File: src/rtl/cla_pkg.sv
// Shared carry-lookahead constants and the 4-bit lookahead equations.
// Both the per-group cells and the top-level group lookahead use cla4_eval.
package cla_pkg;

  localparam int GRP = 4;

  typedef struct packed {
    logic       gg;
    logic       gp;
    logic [3:1] c;
  } cla4_t;

  function automatic int num_groups(input int width);
    return width / GRP;
  endfunction

  // Carries c1..c3 inside a 4-wide block, plus block propagate/generate.
  function automatic cla4_t cla4_eval(input logic [3:0] p, input logic [3:0] g,
                                      input logic ci);
    cla4_t r;
    r.c[1] = g[0] | (p[0] & ci);
    r.c[2] = g[1] | (p[1] & g[0]) | (p[1] & p[0] & ci);
    r.c[3] = g[2] | (p[2] & g[1]) | (p[2] & p[1] & g[0]) | (p[2] & p[1] & p[0] & ci);
    r.gp   = &p;
    r.gg   = g[3] | (p[3] & g[2]) | (p[3] & p[2] & g[1]) | (p[3] & p[2] & p[1] & g[0]);
    return r;
  endfunction

endpackage

File: src/rtl/cla_group4.sv
// 4-bit carry-lookahead cell: three internal carries from the group carry-in,
// plus group propagate/generate.
module cla_group4
  import cla_pkg::*;
(
  input  logic [3:0] p,
  input  logic [3:0] g,
  input  logic       ci,
  output logic [3:1] c,
  output logic       gp,
  output logic       gg
);

  cla4_t r;

  assign r  = cla4_eval(p, g, ci);
  assign c  = r.c;
  assign gp = r.gp;
  assign gg = r.gg;

endmodule

File: src/rtl/cla_pipe_addsub.sv
// Two-stage pipelined carry-lookahead adder/subtractor with valid/ready flow control.
// Define CLA_PIPE_ADDSUB_SATURATE_EN to clamp overflowing results to max/min.
module cla_pipe_addsub
  import cla_pkg::*;
#(
  parameter int WIDTH = 16
) (
  input  logic             clk,
  input  logic             rst_n,
  input  logic             in_valid,
  output logic             in_ready,
  input  logic [WIDTH-1:0] a,
  input  logic [WIDTH-1:0] b,
  input  logic             sub,
  input  logic             cin,
  output logic             out_valid,
  input  logic             out_ready,
  output logic [WIDTH-1:0] sum,
  output logic             cout,
  output logic             ovf,
  output logic             zero
);

  localparam int NG  = num_groups(WIDTH);
  localparam int NSG = (NG + GRP - 1) / GRP;

  // ---------------- stage 1: operand conditioning and group P/G
  logic [WIDTH-1:0] b_d, p_d, g_d;
  logic             c0_d;
  logic [NG-1:0]    gp_d, gg_d;

  assign b_d  = sub ? ~b : b;
  assign c0_d = sub | cin;
  assign p_d  = a ^ b_d;
  assign g_d  = a & b_d;

  always_comb begin
    cla4_t r1;
    r1   = '0;
    gp_d = '0;
    gg_d = '0;
    for (int i = 0; i < NG; i++) begin
      r1      = cla4_eval(p_d[i*GRP +: GRP], g_d[i*GRP +: GRP], 1'b0);
      gp_d[i] = r1.gp;
      gg_d[i] = r1.gg;
    end
  end

  logic             s1_valid;
  logic [WIDTH-1:0] s1_a, s1_p, s1_g;
  logic             s1_c0;
  logic [NG-1:0]    s1_gp, s1_gg;
  logic             s2_adv;

  assign s2_adv   = !out_valid | out_ready;
  assign in_ready = !s1_valid | !out_valid | out_ready;

  // ---------------- stage 2: group lookahead (blocks of 4 groups, chained)
  logic [NSG*GRP-1:0] gp_pad, gg_pad;
  logic [NSG*GRP:0]   gc_pad;
  logic [NG:0]        gc;

  always_comb begin
    cla4_t r2;
    logic  c_run;
    r2        = '0;
    gp_pad    = '0;
    gg_pad    = '0;
    gp_pad[NG-1:0] = s1_gp;
    gg_pad[NG-1:0] = s1_gg;
    gc_pad    = '0;
    c_run     = s1_c0;
    gc_pad[0] = s1_c0;
    for (int sg = 0; sg < NSG; sg++) begin
      r2 = cla4_eval(gp_pad[sg*GRP +: GRP], gg_pad[sg*GRP +: GRP], c_run);
      gc_pad[sg*GRP+1] = r2.c[1];
      gc_pad[sg*GRP+2] = r2.c[2];
      gc_pad[sg*GRP+3] = r2.c[3];
      c_run = r2.gg | (r2.gp & c_run);
      gc_pad[sg*GRP+GRP] = c_run;
    end
  end

  assign gc = gc_pad[NG:0];

  // In-group carries, one lookahead cell per 4-bit group
  logic [WIDTH-1:0]    cv;
  logic [NG-1:0][3:1]  ic;
  logic [NG-1:0]       igp, igg;

  for (genvar i = 0; i < NG; i++) begin : g_grp
    cla_group4 u_grp (
      .p  (s1_p[i*GRP +: GRP]),
      .g  (s1_g[i*GRP +: GRP]),
      .ci (gc[i]),
      .c  (ic[i]),
      .gp (igp[i]),
      .gg (igg[i])
    );
    assign cv[i*GRP]          = gc[i];
    assign cv[i*GRP+1 +: 3]   = ic[i];
  end

  logic [WIDTH-1:0] sum_w, sum_n;
  logic             cout_w, ovf_w;

  assign sum_w  = s1_p ^ cv;
  assign cout_w = gc[NG];
  assign ovf_w  = cv[WIDTH-1] ^ gc[NG];

  // Group P/G from the cells duplicates the stage-1 registers; only the carries are consumed.
  logic unused_s2;
`ifdef CLA_PIPE_ADDSUB_SATURATE_EN
  // Overflow always flips the sign away from A, so A's sign picks the rail.
  assign sum_n     = !ovf_w ? sum_w :
                     s1_a[WIDTH-1] ? {1'b1, {(WIDTH-1){1'b0}}} : {1'b0, {(WIDTH-1){1'b1}}};
  assign unused_s2 = ^{s1_a[WIDTH-2:0], igp, igg};
`else
  assign sum_n     = sum_w;
  assign unused_s2 = ^{s1_a, igp, igg};
`endif

  // ---------------- pipeline registers
  always_ff @(posedge clk or negedge rst_n) begin
    if (!rst_n) begin
      s1_valid  <= 1'b0;
      s1_a      <= '0;
      s1_p      <= '0;
      s1_g      <= '0;
      s1_c0     <= 1'b0;
      s1_gp     <= '0;
      s1_gg     <= '0;
      out_valid <= 1'b0;
      sum       <= '0;
      cout      <= 1'b0;
      ovf       <= 1'b0;
      zero      <= 1'b0;
    end else begin
      if (in_ready) begin
        s1_valid <= in_valid;
        if (in_valid) begin
          s1_a  <= a;
          s1_p  <= p_d;
          s1_g  <= g_d;
          s1_c0 <= c0_d;
          s1_gp <= gp_d;
          s1_gg <= gg_d;
        end
      end
      if (s2_adv) begin
        out_valid <= s1_valid;
        if (s1_valid) begin
          sum  <= sum_n;
          cout <= cout_w;
          ovf  <= ovf_w;
          zero <= ~|sum_n;
        end
      end
    end
  end

endmodule
File: config.mk
export PLATFORM = sky130hd
export DESIGN_NAME = cla_pipe_addsub
export DESIGN_NICKNAME = d
export VERILOG_FILES = /design/src/rtl/cla_pkg.sv /design/src/rtl/cla_group4.sv /design/src/rtl/cla_pipe_addsub.sv
export SDC_FILE = /design/constraint.sdc
export NUM_CORES = 1
export LEC_CHECK = 0
export BUFFER_PORTS_ARGS = -buffer_cell sky130_fd_sc_hd__buf_2
export CORE_MARGIN = 8
export CORE_UTILIZATION = 55
export CTS_CLUSTER_SIZE = 12
export DETAILED_ROUTE_END_ITERATION = 12
export GPL_ROUTABILITY_DRIVEN = 1
export PLACE_DENSITY = 0.77
export SYNTH_ARGS = -nofsm -noshare
export SYNTH_HDL_FRONTEND = slang
export SYNTH_SLANG_ARGS = --single-unit
File: constraint.sdc
create_clock -name clk -period 4.5 [get_ports clk]
set_input_delay 0.675 -clock clk [delete_from_list [all_inputs] [get_ports clk]]
set_output_delay 0.675 -clock clk [all_outputs]
set_load 0.1 [all_outputs]
After elaboration in Yosys (flattened, before gate mapping)

Cells that the tools add are included.

Bits in registers: 61
Logic and storage cells: 149
Output and inout port bits: 21
Input bits: 38

Reduce and logical (&&, ||, !) cells: 11
Muxes and demuxes: 1
Bitwise gates (word level): 126

Operator list:

| operator            | count |
|---|---|
| 1-bit AND           | 71 |
| 1-bit bitwise OR    | 50 |
| 16-bit bitwise XOR  | 2 |
| 4-bit AND reduction | 5 |
| 16-bit AND          | 1 |
| 16-bit two-way mux  | 1 |
| 16-bit inverter     | 1 |
| 16-bit OR reduction | 1 |
| 2-bit AND reduction | 2 |
| 1-bit zero test     | 3 |
| 1-bit bitwise XOR   | 1 |

Logic depth before layout (Yosys ltp)

Depth in word-level cells: 9
Mapped depth: 8
Depth with buffers taken out: 8

Hierarchy

Synthesis repeated with hierarchy kept, for this count alone.

Cells, all modules: 282
Area total of the unflattened synthesis: 3180.6 um^2

Modules (own cells, without submodules):

| module          | area an instance (um^2) | cells an instance | sequential area each (um^2) | times used |
|---|---|---|---|---|
| cla_pipe_addsub | 2945.3                  | 246               | 1551.5                      | 1 |
| cla_group4      | 58.8                    | 9                 | 0.0                         | 4 |

Worst setup path before layout

OpenSTA, ideal clock, no wires.

Path kind: register -> register
Start point: register out_valid
End point: register s1_g[12]
Buffers on the path: 1
Setup slack: 1246 ps
Clock period less this slack: 3254 ps
Arrival: 3129 ps
Required time: 4375 ps
Setup time: 125 ps
Cell stages (with the launch flop): 5
Cells stage by stage: dfrtp_1 > nand3b_1 > nand2_1 > clkbuf_1 > mux2_2

Word-level cells in the longest chain between the ends: 4

Ends and longest elaborated chain:

| item                                 | RTL line               | RTL |
|---|---|---|
| start, declared                      | cla_pipe_addsub.sv:16  | `output logic out_valid,` |
| start signal, assigned               | cla_pipe_addsub.sv:151 | `out_valid <= s1_valid;` |
| 1-bit zero test                      | cla_pipe_addsub.sv:56  | `assign in_ready = !s1_valid \| !out_valid \| out_ready;` |
| 1-bit bitwise OR (2 in a row)        | cla_pipe_addsub.sv:56  |  |
| named net in_ready                   | cla_pipe_addsub.sv:11  | `output logic in_ready,` |
| 2-bit AND reduction (no source line) | n/a                    |  |
| end signal, assigned                 | cla_pipe_addsub.sv:144 | `s1_g <= g_d;` |
| end, declared                        | cla_pipe_addsub.sv:50  | `logic [WIDTH-1:0] s1_a, s1_p, s1_g;` |

The timed path passes the listed nets, and every way through them passes these cells.
A chain may end at the register's enable or synchronous reset.

Worst setup path after layout

Start point: register s1_c0
End point: register zero

Elaborated cells on any way between the ends: 33
Classes of those cells: bitwise (31); reduce/logical (2)

RTL lines:

| item                   | RTL line               | RTL |
|---|---|---|
| start, declared        | cla_pipe_addsub.sv:51  | `logic s1_c0;` |
| start signal, assigned | cla_pipe_addsub.sv:130 | `s1_c0 <= 1'b0;` |
| start signal, assigned | cla_pipe_addsub.sv:145 | `s1_c0 <= c0_d;` |
| 1-bit AND              | cla_pkg.sv:22          | `r.c[2] = g[1] \| (p[1] & g[0]) \| (p[1] & p[0] & ci);` |
| 1-bit bitwise OR       | cla_pkg.sv:22          |  |
| 16-bit bitwise XOR     | cla_pipe_addsub.sv:107 | `assign sum_w = s1_p ^ cv;` |
| named net sum_n[8]     | cla_pipe_addsub.sv:104 | `logic [WIDTH-1:0] sum_w, sum_n;` |
| 16-bit OR reduction    | cla_pipe_addsub.sv:156 | `zero <= ~\|sum_n;` |
| 1-bit zero test        | cla_pipe_addsub.sv:156 |  |
| end signal, assigned   | cla_pipe_addsub.sv:156 |  |
| end, declared          | cla_pipe_addsub.sv:21  | `output logic zero` |

The timed path passes the listed nets, and every way through them passes these cells.

==> reports/metrics.cfg <==
[timing]
skew_ns=0.00559
rsz0062_at_grt=false
worst_slew_margin_rel=0.412
worst_pin_slew_ns=0.879
final_hold_viol_count=0
finalSetupViolCount=0
hold_ws_ns=0.250
fin_ws_ns=2.14
finalCriticalPeriod_ns=2.36
fmax_ghz=0.424
finalCritPeriodShare=0.524
fin_setup_tns_ns=0
drv_slew=0

[global_routing]
grtUsageTotal=0.168
antenna_found_initial=0
overflow=0
grt_max_degree=47
grt_pass1_wl_um=11200
first_global_vias=2394

[critical_path]
endpoint_kind=flip-flop
cpMostUsedCell=o2111ai_1
critPathRequiredTime_ns=4.75
path_class=flip-flop to flip-flop
startpoint_type=flip-flop
cp_cell_sequence=a211oi_4 -> nor2_1 -> ha_1 -> nor4_1 -> o2111ai_1 -> a2111oi_2 -> o2111ai_1 -> o31ai_2
rr_worst_depth=8
critPathArrivalTime_ns=2.61
slowest_stage=dfrtp_1
r2r_setup_slack_ns=2.14
r2r_end=zero
critPathMaxFanout=6
cp_top_family=compound AO/OA/AOI/OAI gates
slowest_delay_ns=0.47
path_buf_inv=0
reg2reg_from=s1_c0

[finish]
nFillCells=432
drive_gt1_frac=0.334
nNetsFinal=391
area_delta_synth_final_pct=17.6
n_antenna_cell=0

[detailed_routing]
viasPerCell=5.54
drtPass1Iterations=4
drc=0
drt_iter0_drc=129
wl_per_cell_um=15.9
vias=2273
routed_wl_um=6500
antenna_left=0

[synth]
avgSynthCellArea_sq_um=11.3
ys_seq_area_frac=0.472
ys_types=40
syn_nets=329
synth_area_sq_mm=0.00307
syn_inst=271
synth-seq-cells=58
ys_warn_count=0

[clock_network]
clockRootBuffer=clkbuf_8
cts_resized=0
postCtsSetupBuffers=0
hold_buffers=0
cts_buffers=9
clk_latency_ns=0.34
cts.clk_slew.worst_paths_ns=0.06
cts_num_sinks=58
cts_buffer_depth=2
ctsHtreeMaxLevel=3
cts_tree=done

[floorplanning]
die-area_sq_mm=0.00823
die_h_um=90.7
io_pins=59
initial_core_util=0.565
rows=27
core-area_sq_mm=0.00544
die_x_um=90.7

[power]
p_per_area_mw_per_mm2=615
leakage_uw=0.00173
finalPower_uw=2220
peakVddDrop_uv=400

[min_path]
hold_path.class=input port to asynchronous set/reset pin

[placed_design]
gp_congestion=0.863
dp_hpwl_um=4940
portBuffers=58
dp_slack_ns=2.13

[run]
cap_violations=0

[outcome]
status=finished clean

==> flip-flops by register name, summed over array words and instances (netlist names) <==
register	flops
cout	1
gg_pad	4
gp_pad	4
out_valid	1
ovf	1
s1_c0	1
s1_g	12
s1_p	16
s1_valid	1
sum	16
zero	1
==> routing by layer <==
metal / share of wire / routed length [um] / up-vias / global-route usage
li1: - / - / 1114 / -
met1: 0.46 / 2980 / 1089 / 0.206
met2: 0.47 / 3060 / 54 / 0.267
met3: 0.045 / 293 / 16 / 0.0416
met4: 0.025 / 163 / 0 / 0.0902
met5: 0 / 0 / - / 0
==> power by group <==
part	leakage [uW]	internal, uW	switching, uW	total [uW]
sequential	0.000710	655	107	761
clock	0.0000965	243	196	440
combinational	0.000919	255	766	1020
==> cell usage after synthesis, drive strengths merged <==
cell type | n | area share
dfrtp | 58 | 0.47
mux2 | 34 | 0.12
nand2 | 27 | 0.033
ha | 20 | 0.081
xor2 | 17 | 0.048
o21ai | 16 | 0.026
a21oi | 10 | 0.016
a21o | 8 | 0.020
nor3 | 7 | 0.013
o31ai | 7 | 0.019
clkbuf | 6 | 0.0073
nor2 | 6 | 0.0073
nand3 | 5 | 0.0081
nand2b | 4 | 0.0081
nand4 | 4 | 0.0081
o21a | 4 | 0.0098
o21bai | 4 | 0.0098
xnor2 | 4 | 0.011
a211oi | 3 | 0.013
buf | 3 | 0.0049
nor2b | 3 | 0.0061
o2111ai | 3 | 0.0086
o22ai | 3 | 0.0061
inv | 2 | 0.0024
nor4 | 2 | 0.0041
or2 | 2 | 0.0041
a2111oi | 1 | 0.0049
a221oi | 1 | 0.0029
a41o | 1 | 0.0033
and2 | 1 | 0.0020
mux2i | 1 | 0.0033
nand3b | 1 | 0.0024
o31a | 1 | 0.0029
or4 | 1 | 0.0024
or4b | 1 | 0.0033
==> how the worst max path moves through the flow <==
stage / slack (ns) / to / depth (start not counted) / startpoint
5_1_grt: 1.99 / zero / 8 / s1_c0
2_1_floorplan: 1.25 / s1_g[12] / 4 / out_valid
6_report: 2.14 / zero / 8 / s1_c0
3_5_place_dp: 2.13 / gg_pad[0] / 7 / sub
4_1_cts: 2.14 / zero / 8 / s1_c0
3_3_place_gp: 2.17 / gg_pad[0] / 7 / sub
==> metrics by stage <==
| step | util | cell area [sq um] | cells |
|---|---|---|---|
| finish | 0.664 | 3610 | 410 |
| CTS | 0.664 | 3610 | 410 |
| detailed placement | 0.631 | 3430 | 394 |
| global route | 0.664 | 3610 | 410 |
| global placement | 0.631 | 3430 | 394 |
| floorplan | - | 3070 | 271 |
==> cells in the final DEF (no fill, tap or decap), types with 5 or more instances in the layout <==
cell type and n:
a21o_1 8, a21oi_1 10, buf_2 58, clkbuf_8 12, dfrtp_1 58, ha_1 20, mux2_2 34, nand2_1 27
nand3_1 5, nor2_1 6, nor3_1 6, o21ai_0 15, o31ai_1 6, xor2_1 17
==> kinds of logic (layout without fill, tap and decap cells) <==
logic type	Yosys count	count (layout)	synth area share
AND/OR/NAND/NOR	64	64	0.102
multiplexers	35	35	0.128
AO/OA/AOI/OAI	62	62	0.142
buffers and inverters	11	78	0.0147
XOR/XNOR	21	21	0.0599
flip-flops	58	58	0.472
adder cells (fa/ha/maj)	20	20	0.0814
==> cell type report <==
cell class                      count  area (sq um)  area share
Multi-Input combinational cell    202          1580       0.436
Sequential cell                    58          1450       0.402
Timing Repair Buffer               60           305      0.0845
Clock buffer                       14           173      0.0478
Tap cell                           72          90.1      0.0249
Clock inverter                      2          10.0     0.00277
Inverter                            2          7.51     0.00208
Note: power is estimated with default switching activity, not from simulation.
